## config.mk

```make
export PLATFORM = sky130hd
export DESIGN_NAME = hazard_stall_ctrl_flat
export DESIGN_NICKNAME = d
export VERILOG_FILES = /design/src/rtl/pipeline_ctrl_pkg.sv /design/src/rtl/hazard_stall_ctrl_if.sv /design/src/rtl/sat_counter.sv /design/src/rtl/hazard_stall_ctrl.sv /design/src/flat_wrapper.sv
export SDC_FILE = /design/constraint.sdc
export NUM_CORES = 1
export LEC_CHECK = 0
export CORE_MARGIN = 10
export CORE_UTILIZATION = 25
export CTS_BUF_LIST = sky130_fd_sc_hd__clkbuf_8
export DETAILED_ROUTE_END_ITERATION = 8
export PLACE_DENSITY = 0.49
export SYNTH_ARGS = -nofsm -noshare
export SYNTH_HDL_FRONTEND = slang
export SYNTH_SLANG_ARGS = --single-unit
```

## constraint.sdc

```tcl
create_clock -name clk -period 2.4 [get_ports clk]
set_input_delay 0.48 -clock clk [delete_from_list [all_inputs] [get_ports clk]]
set_output_delay 0.48 -clock clk [all_outputs]
set_load 0.02 [all_outputs]
```

## src/rtl/pipeline_ctrl_pkg.sv

```systemverilog
// Shared types and constants for the pipeline sequencing controller.
package pipeline_ctrl_pkg;

  // Controller modes: normal flow, waiting on the mult/div unit, halted by syscall
  typedef enum logic [1:0] {
    RUN     = 2'b00,
    MD_WAIT = 2'b01,
    HALT    = 2'b10
  } ctrl_state_t;

  localparam int REG_IDX_W = 5;
  localparam int JUMP_W    = 2;

  localparam logic [JUMP_W-1:0] JUMP_NONE = 2'b00;
  localparam logic [5:0]        OPC_LW    = 6'b100011;

  // A load in EX feeds a register the ID instruction really reads; $zero never hazards
  function automatic logic isLoadUse(
    input logic                 memRead,
    input logic [REG_IDX_W-1:0] writeNum,
    input logic                 readEn1,
    input logic [REG_IDX_W-1:0] readNum1,
    input logic                 readEn2,
    input logic [REG_IDX_W-1:0] readNum2
  );
    return memRead && (writeNum != '0) &&
           ((readEn1 && (readNum1 == writeNum)) ||
            (readEn2 && (readNum2 == writeNum)));
  endfunction

endpackage

```

## src/rtl/hazard_stall_ctrl_if.sv

```systemverilog
// Hazard inputs and pipeline control outputs of the sequencing controller.
interface hazard_stall_ctrl_if #(
  parameter int CNT_W = 32
);
  import pipeline_ctrl_pkg::*;

  logic [REG_IDX_W-1:0] regfile_read_num1_if_id;
  logic [REG_IDX_W-1:0] regfile_read_num2_if_id;
  logic                 read_en1_if_id;
  logic                 read_en2_if_id;
  logic                 mem_read_id_ex;
  logic [REG_IDX_W-1:0] regfile_write_num_id_ex;
  logic                 branch_taken_ex;
  logic [JUMP_W-1:0]    Jump_id_ex;
  logic                 md_start_id_ex;
  logic                 md_done;
  logic                 syscall_halt_mem;
  logic                 resume;

  logic                 pc_en;
  logic                 if_id_en;
  logic                 if_id_flush;
  logic                 id_ex_en;
  logic                 id_ex_flush;
  logic                 ex_mem_flush;
  logic                 halted;
  logic                 md_error;
  logic [CNT_W-1:0]     stall_count;

  // Pipeline side: drives the hazard inputs, observes the control lines
  modport master (
    output regfile_read_num1_if_id, regfile_read_num2_if_id,
           read_en1_if_id, read_en2_if_id, mem_read_id_ex,
           regfile_write_num_id_ex, branch_taken_ex, Jump_id_ex,
           md_start_id_ex, md_done, syscall_halt_mem, resume,
    input  pc_en, if_id_en, if_id_flush, id_ex_en, id_ex_flush,
           ex_mem_flush, halted, md_error, stall_count
  );

  // Controller side
  modport slave (
    input  regfile_read_num1_if_id, regfile_read_num2_if_id,
           read_en1_if_id, read_en2_if_id, mem_read_id_ex,
           regfile_write_num_id_ex, branch_taken_ex, Jump_id_ex,
           md_start_id_ex, md_done, syscall_halt_mem, resume,
    output pc_en, if_id_en, if_id_flush, id_ex_en, id_ex_flush,
           ex_mem_flush, halted, md_error, stall_count
  );

endinterface

```

## src/rtl/sat_counter.sv

```systemverilog
// Up-counter that sticks at all-ones instead of wrapping.
module sat_counter #(
  parameter int W = 32
) (
  input  logic         clk,
  input  logic         rst_n,
  input  logic         en_i,
  output logic [W-1:0] count_o
);

  logic [W-1:0] count_q;
  logic [W-1:0] count_d;

  // Advance only while enabled and not yet at the ceiling
  always_comb begin
    count_d = count_q;
    if (en_i && (count_q != '1)) begin
      count_d = count_q + W'(1);
    end
  end

  // Count register, cleared asynchronously
  always_ff @(posedge clk or negedge rst_n) begin
    if (!rst_n) begin
      count_q <= '0;
    end else begin
      count_q <= count_d;
    end
  end

  assign count_o = count_q;

endmodule

```

## src/rtl/hazard_stall_ctrl.sv

```systemverilog
// Pipeline sequencing controller: load-use bubble, redirect flush,
// mult/div wait with timeout, and syscall halt/resume.
module hazard_stall_ctrl
  import pipeline_ctrl_pkg::*;
#(
  parameter int MD_TIMEOUT = 64,
  parameter int CNT_W      = 32
) (
  input logic                clk,
  input logic                rst_n,
  hazard_stall_ctrl_if.slave bus
);

  // Ten bits cover the largest legal timeout of 1023
  localparam int                 TIMER_W     = 10;
  localparam logic [TIMER_W-1:0] TIMEOUT_VAL = TIMER_W'(MD_TIMEOUT);

  ctrl_state_t        state_q;
  ctrl_state_t        state_d;
  logic [TIMER_W-1:0] timer_q;
  logic [TIMER_W-1:0] timer_d;
  logic               mdErr_q;
  logic               mdErr_d;

  logic loadUse;
  logic redirect;
  logic stallAll;
  logic applyHazards;
  logic pcEn;
  logic ifIdEn;
  logic ifIdFlush;
  logic idExEn;
  logic idExFlush;
  logic exMemFlush;
  logic haltedOut;
  logic stallEn;
  logic [CNT_W-1:0] stallCount;

  // Hazards that forwarding cannot resolve
  always_comb begin
    loadUse  = isLoadUse(bus.mem_read_id_ex, bus.regfile_write_num_id_ex,
                         bus.read_en1_if_id, bus.regfile_read_num1_if_id,
                         bus.read_en2_if_id, bus.regfile_read_num2_if_id);
    redirect = bus.branch_taken_ex || (bus.Jump_id_ex != JUMP_NONE);
  end

  // Next state, timer, sticky error and the pipeline control lines
  always_comb begin
    state_d      = state_q;
    timer_d      = '0;
    mdErr_d      = mdErr_q;
    stallAll     = 1'b0;
    applyHazards = 1'b0;
    pcEn         = 1'b1;
    ifIdEn       = 1'b1;
    idExEn       = 1'b1;
    ifIdFlush    = 1'b0;
    idExFlush    = 1'b0;
    exMemFlush   = 1'b0;
    haltedOut    = 1'b0;

    case (state_q)
      RUN: begin
        if (bus.syscall_halt_mem) begin
          stallAll = 1'b1;
          state_d  = HALT;
        end else if (bus.md_start_id_ex && !bus.md_done) begin
          stallAll = 1'b1;
          state_d  = MD_WAIT;
          timer_d  = TIMER_W'(1);
        end else begin
          applyHazards = 1'b1;
        end
      end

      MD_WAIT: begin
        // A late timeout is still recorded even when a syscall wins the transition
        if ((timer_q == TIMEOUT_VAL) && !bus.md_done) begin
          mdErr_d = 1'b1;
        end
        if (bus.syscall_halt_mem) begin
          stallAll = 1'b1;
          state_d  = HALT;
        end else if (bus.md_done) begin
          applyHazards = 1'b1;
          state_d      = RUN;
        end else if (timer_q == TIMEOUT_VAL) begin
          stallAll = 1'b1;
          state_d  = RUN;
        end else begin
          stallAll = 1'b1;
          timer_d  = timer_q + TIMER_W'(1);
        end
      end

      HALT: begin
        pcEn      = 1'b0;
        ifIdEn    = 1'b0;
        idExEn    = 1'b0;
        haltedOut = 1'b1;
        if (bus.resume) begin
          state_d = RUN;
        end
      end

      default: begin
        state_d = RUN;
      end
    endcase

    if (stallAll) begin
      pcEn       = 1'b0;
      ifIdEn     = 1'b0;
      idExEn     = 1'b0;
      exMemFlush = 1'b1;
    end

    // A redirect squashes the wrong-path instruction, so its load-use stall is moot
    if (applyHazards) begin
      if (redirect) begin
        ifIdFlush = 1'b1;
        idExFlush = 1'b1;
      end else if (loadUse) begin
        pcEn      = 1'b0;
        ifIdEn    = 1'b0;
        idExFlush = 1'b1;
      end
    end

    // While reset is held the pipeline is frozen with every register cleared
    if (!rst_n) begin
      pcEn       = 1'b0;
      ifIdEn     = 1'b0;
      idExEn     = 1'b0;
      ifIdFlush  = 1'b1;
      idExFlush  = 1'b1;
      exMemFlush = 1'b1;
      haltedOut  = 1'b0;
    end
  end

  // Controller state, mult/div timer and sticky timeout flag
  always_ff @(posedge clk or negedge rst_n) begin
    if (!rst_n) begin
      state_q <= RUN;
      timer_q <= '0;
      mdErr_q <= 1'b0;
    end else begin
      state_q <= state_d;
      timer_q <= timer_d;
      mdErr_q <= mdErr_d;
    end
  end

  // Halted cycles are deliberate, not stalls, so they are not counted
  always_comb begin
    stallEn = rst_n && !pcEn && (state_q != HALT);
  end

  sat_counter #(.W(CNT_W)) stallCounter (
    .clk     (clk),
    .rst_n   (rst_n),
    .en_i    (stallEn),
    .count_o (stallCount)
  );

  // Drive the interface outputs
  always_comb begin
    bus.pc_en        = pcEn;
    bus.if_id_en     = ifIdEn;
    bus.if_id_flush  = ifIdFlush;
    bus.id_ex_en     = idExEn;
    bus.id_ex_flush  = idExFlush;
    bus.ex_mem_flush = exMemFlush;
    bus.halted       = haltedOut;
    bus.md_error     = mdErr_q;
    bus.stall_count  = stallCount;
  end

endmodule

```

## src/flat_wrapper.sv

```systemverilog
// flat-port wrapper written by rule: the top's interface ports become plain ports
module hazard_stall_ctrl_flat import pipeline_ctrl_pkg::*;
#(
  parameter int MD_TIMEOUT = 64,
  parameter int CNT_W      = 32
)
  (clk, rst_n, bus_regfile_read_num1_if_id, bus_regfile_read_num2_if_id, bus_read_en1_if_id, bus_read_en2_if_id, bus_mem_read_id_ex, bus_regfile_write_num_id_ex, bus_branch_taken_ex, bus_Jump_id_ex, bus_md_start_id_ex, bus_md_done, bus_syscall_halt_mem, bus_resume, bus_pc_en, bus_if_id_en, bus_if_id_flush, bus_id_ex_en, bus_id_ex_flush, bus_ex_mem_flush, bus_halted, bus_md_error, bus_stall_count);
  hazard_stall_ctrl_if #(.CNT_W(CNT_W)) bus_i ();
  input logic clk;
  input logic rst_n;
  input wire logic [$bits(bus_i.regfile_read_num1_if_id)-1:0] bus_regfile_read_num1_if_id;
  input wire logic [$bits(bus_i.regfile_read_num2_if_id)-1:0] bus_regfile_read_num2_if_id;
  input wire logic [$bits(bus_i.read_en1_if_id)-1:0] bus_read_en1_if_id;
  input wire logic [$bits(bus_i.read_en2_if_id)-1:0] bus_read_en2_if_id;
  input wire logic [$bits(bus_i.mem_read_id_ex)-1:0] bus_mem_read_id_ex;
  input wire logic [$bits(bus_i.regfile_write_num_id_ex)-1:0] bus_regfile_write_num_id_ex;
  input wire logic [$bits(bus_i.branch_taken_ex)-1:0] bus_branch_taken_ex;
  input wire logic [$bits(bus_i.Jump_id_ex)-1:0] bus_Jump_id_ex;
  input wire logic [$bits(bus_i.md_start_id_ex)-1:0] bus_md_start_id_ex;
  input wire logic [$bits(bus_i.md_done)-1:0] bus_md_done;
  input wire logic [$bits(bus_i.syscall_halt_mem)-1:0] bus_syscall_halt_mem;
  input wire logic [$bits(bus_i.resume)-1:0] bus_resume;
  output wire logic [$bits(bus_i.pc_en)-1:0] bus_pc_en;
  output wire logic [$bits(bus_i.if_id_en)-1:0] bus_if_id_en;
  output wire logic [$bits(bus_i.if_id_flush)-1:0] bus_if_id_flush;
  output wire logic [$bits(bus_i.id_ex_en)-1:0] bus_id_ex_en;
  output wire logic [$bits(bus_i.id_ex_flush)-1:0] bus_id_ex_flush;
  output wire logic [$bits(bus_i.ex_mem_flush)-1:0] bus_ex_mem_flush;
  output wire logic [$bits(bus_i.halted)-1:0] bus_halted;
  output wire logic [$bits(bus_i.md_error)-1:0] bus_md_error;
  output wire logic [$bits(bus_i.stall_count)-1:0] bus_stall_count;
  assign bus_i.regfile_read_num1_if_id = bus_regfile_read_num1_if_id;
  assign bus_i.regfile_read_num2_if_id = bus_regfile_read_num2_if_id;
  assign bus_i.read_en1_if_id = bus_read_en1_if_id;
  assign bus_i.read_en2_if_id = bus_read_en2_if_id;
  assign bus_i.mem_read_id_ex = bus_mem_read_id_ex;
  assign bus_i.regfile_write_num_id_ex = bus_regfile_write_num_id_ex;
  assign bus_i.branch_taken_ex = bus_branch_taken_ex;
  assign bus_i.Jump_id_ex = bus_Jump_id_ex;
  assign bus_i.md_start_id_ex = bus_md_start_id_ex;
  assign bus_i.md_done = bus_md_done;
  assign bus_i.syscall_halt_mem = bus_syscall_halt_mem;
  assign bus_i.resume = bus_resume;
  assign bus_pc_en = bus_i.pc_en;
  assign bus_if_id_en = bus_i.if_id_en;
  assign bus_if_id_flush = bus_i.if_id_flush;
  assign bus_id_ex_en = bus_i.id_ex_en;
  assign bus_id_ex_flush = bus_i.id_ex_flush;
  assign bus_ex_mem_flush = bus_i.ex_mem_flush;
  assign bus_halted = bus_i.halted;
  assign bus_md_error = bus_i.md_error;
  assign bus_stall_count = bus_i.stall_count;
  hazard_stall_ctrl #(.MD_TIMEOUT(MD_TIMEOUT), .CNT_W(CNT_W)) u_core (.clk(clk), .rst_n(rst_n), .bus(bus_i));
endmodule
```

==> run summary <==
The final wirelength is 6680 um. The initial cell density of the core came out at 25.4%. The type of the worst min-delay path is in2async. Across all setup checks in the final design, the least slack found is -0.0185 ns. The via count is 2068.

The footprint of the flip-flops and latches came out at 1130 um^2. The clock arrives with 0.0105 ns of skew. Along the worst path, the maximum fanout reaches 3.

The total global routing overflow is 0. The flow ran to the end, but the final reports show violations. The filler cells instantiated in the layout total 1043. Summed over all cells, the static leakage comes to 1.58 nW. After synthesis, the largest family of logic cells by area is simple AND/OR/NAND/NOR gates. The die area came out at 14800 um^2. The cell area after layout came out at 3760 um^2. The fmax came out at 413 MHz. For this block, wires on met1 add up to 3070 um. After layout, the minimum clock period comes to 2.42 ns.

The critical path is of the in2out type. The DRC violation count after routing came out at 0. The clock transition time at the flip-flop clock pins of the worst setup and hold paths came out at 0.08 ns. The first global-routing pass estimated 10800 um of wire. The post-synthesis sequential area ratio is 43.5%.

The cell count after placement came out at 466. The placeable core region is 10200 um^2. The number of max-slew violations in the final report is 0. The critical register-to-register path startpoint is u_core.stallCounter.count_o[0].

The endpoint required time on the critical path came out at 1.92 ns. The number of antenna violations at the first check in global routing is 0. The setup slack of the most critical reg-to-reg path came out at 0.24 ns.

For this run, the total global-route usage over all layers was measured as 8.72%. TritonCTS built the clock tree. The wire length on met2 is 3190 um. After synthesis, the share of flip-flops with an asynchronous set or reset is 100%. The max-slew headroom at the worst pin came out at 61.5%. The die span in y is 122 um. The violation count after the first detailed-route iteration came out at 80. The number of placed I/O pins is 67. The critical path ends at bus_id_ex_flush. The cell area reported after detailed placement came out at 3530 um^2. The checks that failed: setup timing.

The count of flip-flops with a built-in enable after synthesis is 0. The post-route clock period utilization is 101%. The pre-antenna-repair detailed-routing pass consisted of 4 iterations. In this run the worst setup path begins at bus_regfile_write_num_id_ex[3]. For the worst setup path, the data arrival time is 1.94 ns. The final estimated routing congestion in global placement came out at 0.750. The die outline width came out at 122 um. The post-synthesis cell count came out at 248.

The simple-gate share of the synthesized area is 30.9%. The synthesized area divided by synthesized cell count is 10.4 um^2. The signal on the critical path passes through dlygate4sd2_1, or4_4, o21ai_4, nor3_2, or2_2, buf_2. The largest vdd supply drop came out at 437 uV. The row count came out at 37. The number of nets handed over by synthesis was 278. The average vias per placed instance came out at 4.33. The count of unique library cells instantiated by Yosys is 44. Entering global routing, the biggest net connects 46 pins. The hold violation total from the final report is 0.

Setup repair after global routing could not meet its margin everywhere. The endpoint identified for the worst register-to-register timing path is u_core.stallCounter.count_o[1]. The area occupied by multi-input gates came out at 1460 um^2. STA classifies the critical path endpoint as an output pin. Input and output buffers added on the ports amount to 66. The highest metal layer with signal wires is met4.

The synthesized netlist devotes 3.24% of its cell area to compound gates. The slowest stage of the critical path is the or4_4 cell. The biggest cell delay along the critical path is 0.54 ns. The number of clock sinks seen by CTS came out at 45. After synthesis the cells add up to 2590 um^2.

The tool flagged a number of max-cap violations equal to 0. The number of nets with antenna violations after routing came out at 0. The number of diodes came out at 0. The xor and xnor area share after synthesis is 15.9%. The number of standard cells in the final layout excluding fillers came out at 478. The number of global-route vias before repair is 2132. The level count of the clock H-tree came out at 2. The worst reg-to-reg path cell count is 8. The clock latency on the worst-skew pair came out at 0.30 ns. The HPWL after detailed placement is 4890 um. The flip-flop and latch count after synthesis is 45. The clock root buffer master is clkbuf_8. The setup-violating endpoint count in the final report is 1. The signed area change from the synthesized netlist to the final layout came out at 45.3%. The mux share of post-synthesis cell area is 1.30%. The power density over the cells is 512 nW/um^2. The wire length on met3 came out at 395 um. The layout net count is 371. The average detailed-routed wire length per instance came out at 14.0 um. No sink is reached through more buffers than the 2 on the longest clock path. For this run, the number of Yosys warnings is 0. STA classifies the critical path startpoint as an input pin. The fraction of final layout cells sized beyond drive strength 1 is 22.8%. The share of synthesized cell area in full adder, half adder and majority cells came out at 1.45%. The most used flip-flop cell after synthesis is dfrtp_1. In this run, CTS created clock tree buffers numbering 5.

For the pin with the worst max-slew slack, the measured transition is 0.578 ns.
==> logic make-up after synthesis <==
group / Yosys count
buffers and inverters: 14
XOR/XNOR: 47
AND/OR/NAND/NOR: 124
flip-flops: 45
adder cells (fa/ha/maj): 3
AO/OA/AOI/OAI: 12
multiplexers: 3
==> report_power, final <==
group / switching (mW) / internal (mW) / total [mW]
Sequential: 0.107 / 0.828 / 0.935
Combinational: 0.266 / 0.271 / 0.537
Clock: 0.255 / 0.198 / 0.453
Total: 0.627 / 1.30 / 1.92
==> area by class of cell <==
class	count	share of cell area (%)
clock buffers	5	1.83
clock inverters	3	0.399
inverters	7	0.698
multi-input cells	189	38.8
flip-flops and latches	45	29.9
well taps	136	4.52
repair buffers	93	23.8
==> per-stage QoR <==
| stage | hold WS (ns) | setup TNS [ns] | worst slack [ns] | power (mW) | utilization, % |
|---|---|---|---|---|---|
| finish | 0.357 | -0.0185 | -0.0185 | 1.92 | 36.9 |
| global route | 0.408 | -0.0937 | -0.0824 | 2.05 | 36.9 |
| CTS | 0.387 | -0.0195 | -0.0195 | 1.94 | 35.3 |
| detailed placement | 0.466 | -13.84 | -0.713 | 1.47 | 34.7 |
| global placement | 0.470 | -11.32 | -0.647 | 1.47 | 34.7 |
| floorplan | 0.184 | 0 | 0.0927 | 1.18 | - |
==> flip-flops by register name, summed over array words and instances (netlist names) <==
| name | count |
|---|---|
| u_core.bus.md_error | 1 |
| u_core.timer_q | 10 |
| u_core.state_q | 2 |
| u_core.stallCounter.count_o | 32 |
==> layer usage <==
layer / vias up / global-route usage, %
met5: - / 0
met4: 0 / 1.79
met3: 4 / 3.10
met2: 43 / 13.9
met1: 970 / 11.1
li1: 1051 / -
==> cell usage after synthesis, drive strengths merged, types with 6 or more instances <==
library cell  number  area (um^2)
xor2              41          359
nand3             18         90.1
buf                7         68.8
xnor2              6         52.6
nand2             21         83.8
nor2              26          124
nor3              19          150
nand4             10         68.8
nor4              11          134
dfrtp             45         1130
inv                7         26.3
==> timing repair <==
action / CTS / global route
setup buffers: 0 / 2
gates cloned: 0 / 2
pin swaps: 5 / 4
endpoints found under the setup margin: 28 / 18
endpoints found under the hold margin: 0 / 0
hold buffers: 0 / 0
gates resized for setup: 33 / 16
==> critical path, delay by kind of cell <==
kind,cells,cell delay [ns]
AOI/OAI and AO/OA,1,0.15
buffers and inverters,2,0.43
and+or+nand+nor,3,0.88
==> cells in the final DEF (no fill, tap or decap), types with 3 or more instances in the layout <==
| master | instances |
|---|---|
| clkdlybuf4s50_1 | 46 |
| dfrtp_1 | 45 |
| xor2_1 | 41 |
| buf_4 | 25 |
| nor2_1 | 23 |
| nand2_1 | 19 |
| nand3_1 | 18 |
| nor3_2 | 12 |
| dlygate4sd2_1 | 11 |
| inv_1 | 9 |
| nand4_1 | 9 |
| nor4_2 | 8 |
| xnor2_1 | 6 |
| nor3_1 | 6 |
| clkbuf_8 | 5 |
| nor3b_1 | 4 |
| and3_1 | 3 |
| nor4_4 | 3 |
| ha_1 | 3 |
==> worst min path at each step <==
stage,startpoint,end,slack [ns],depth (start not counted)
CTS,rst_n,u_core.state_q[0],0.39,2
detailed placement,u_core.bus.md_error,u_core.bus.md_error,0.47,1
global route,rst_n,u_core.stallCounter.count_o[9],0.41,2
global placement,u_core.bus.md_error,u_core.bus.md_error,0.47,1
floorplan,rst_n,u_core.bus.md_error,0.18,0
finish,rst_n,u_core.state_q[0],0.36,2
No activity file was read; power rests on OpenSTA's default activity.
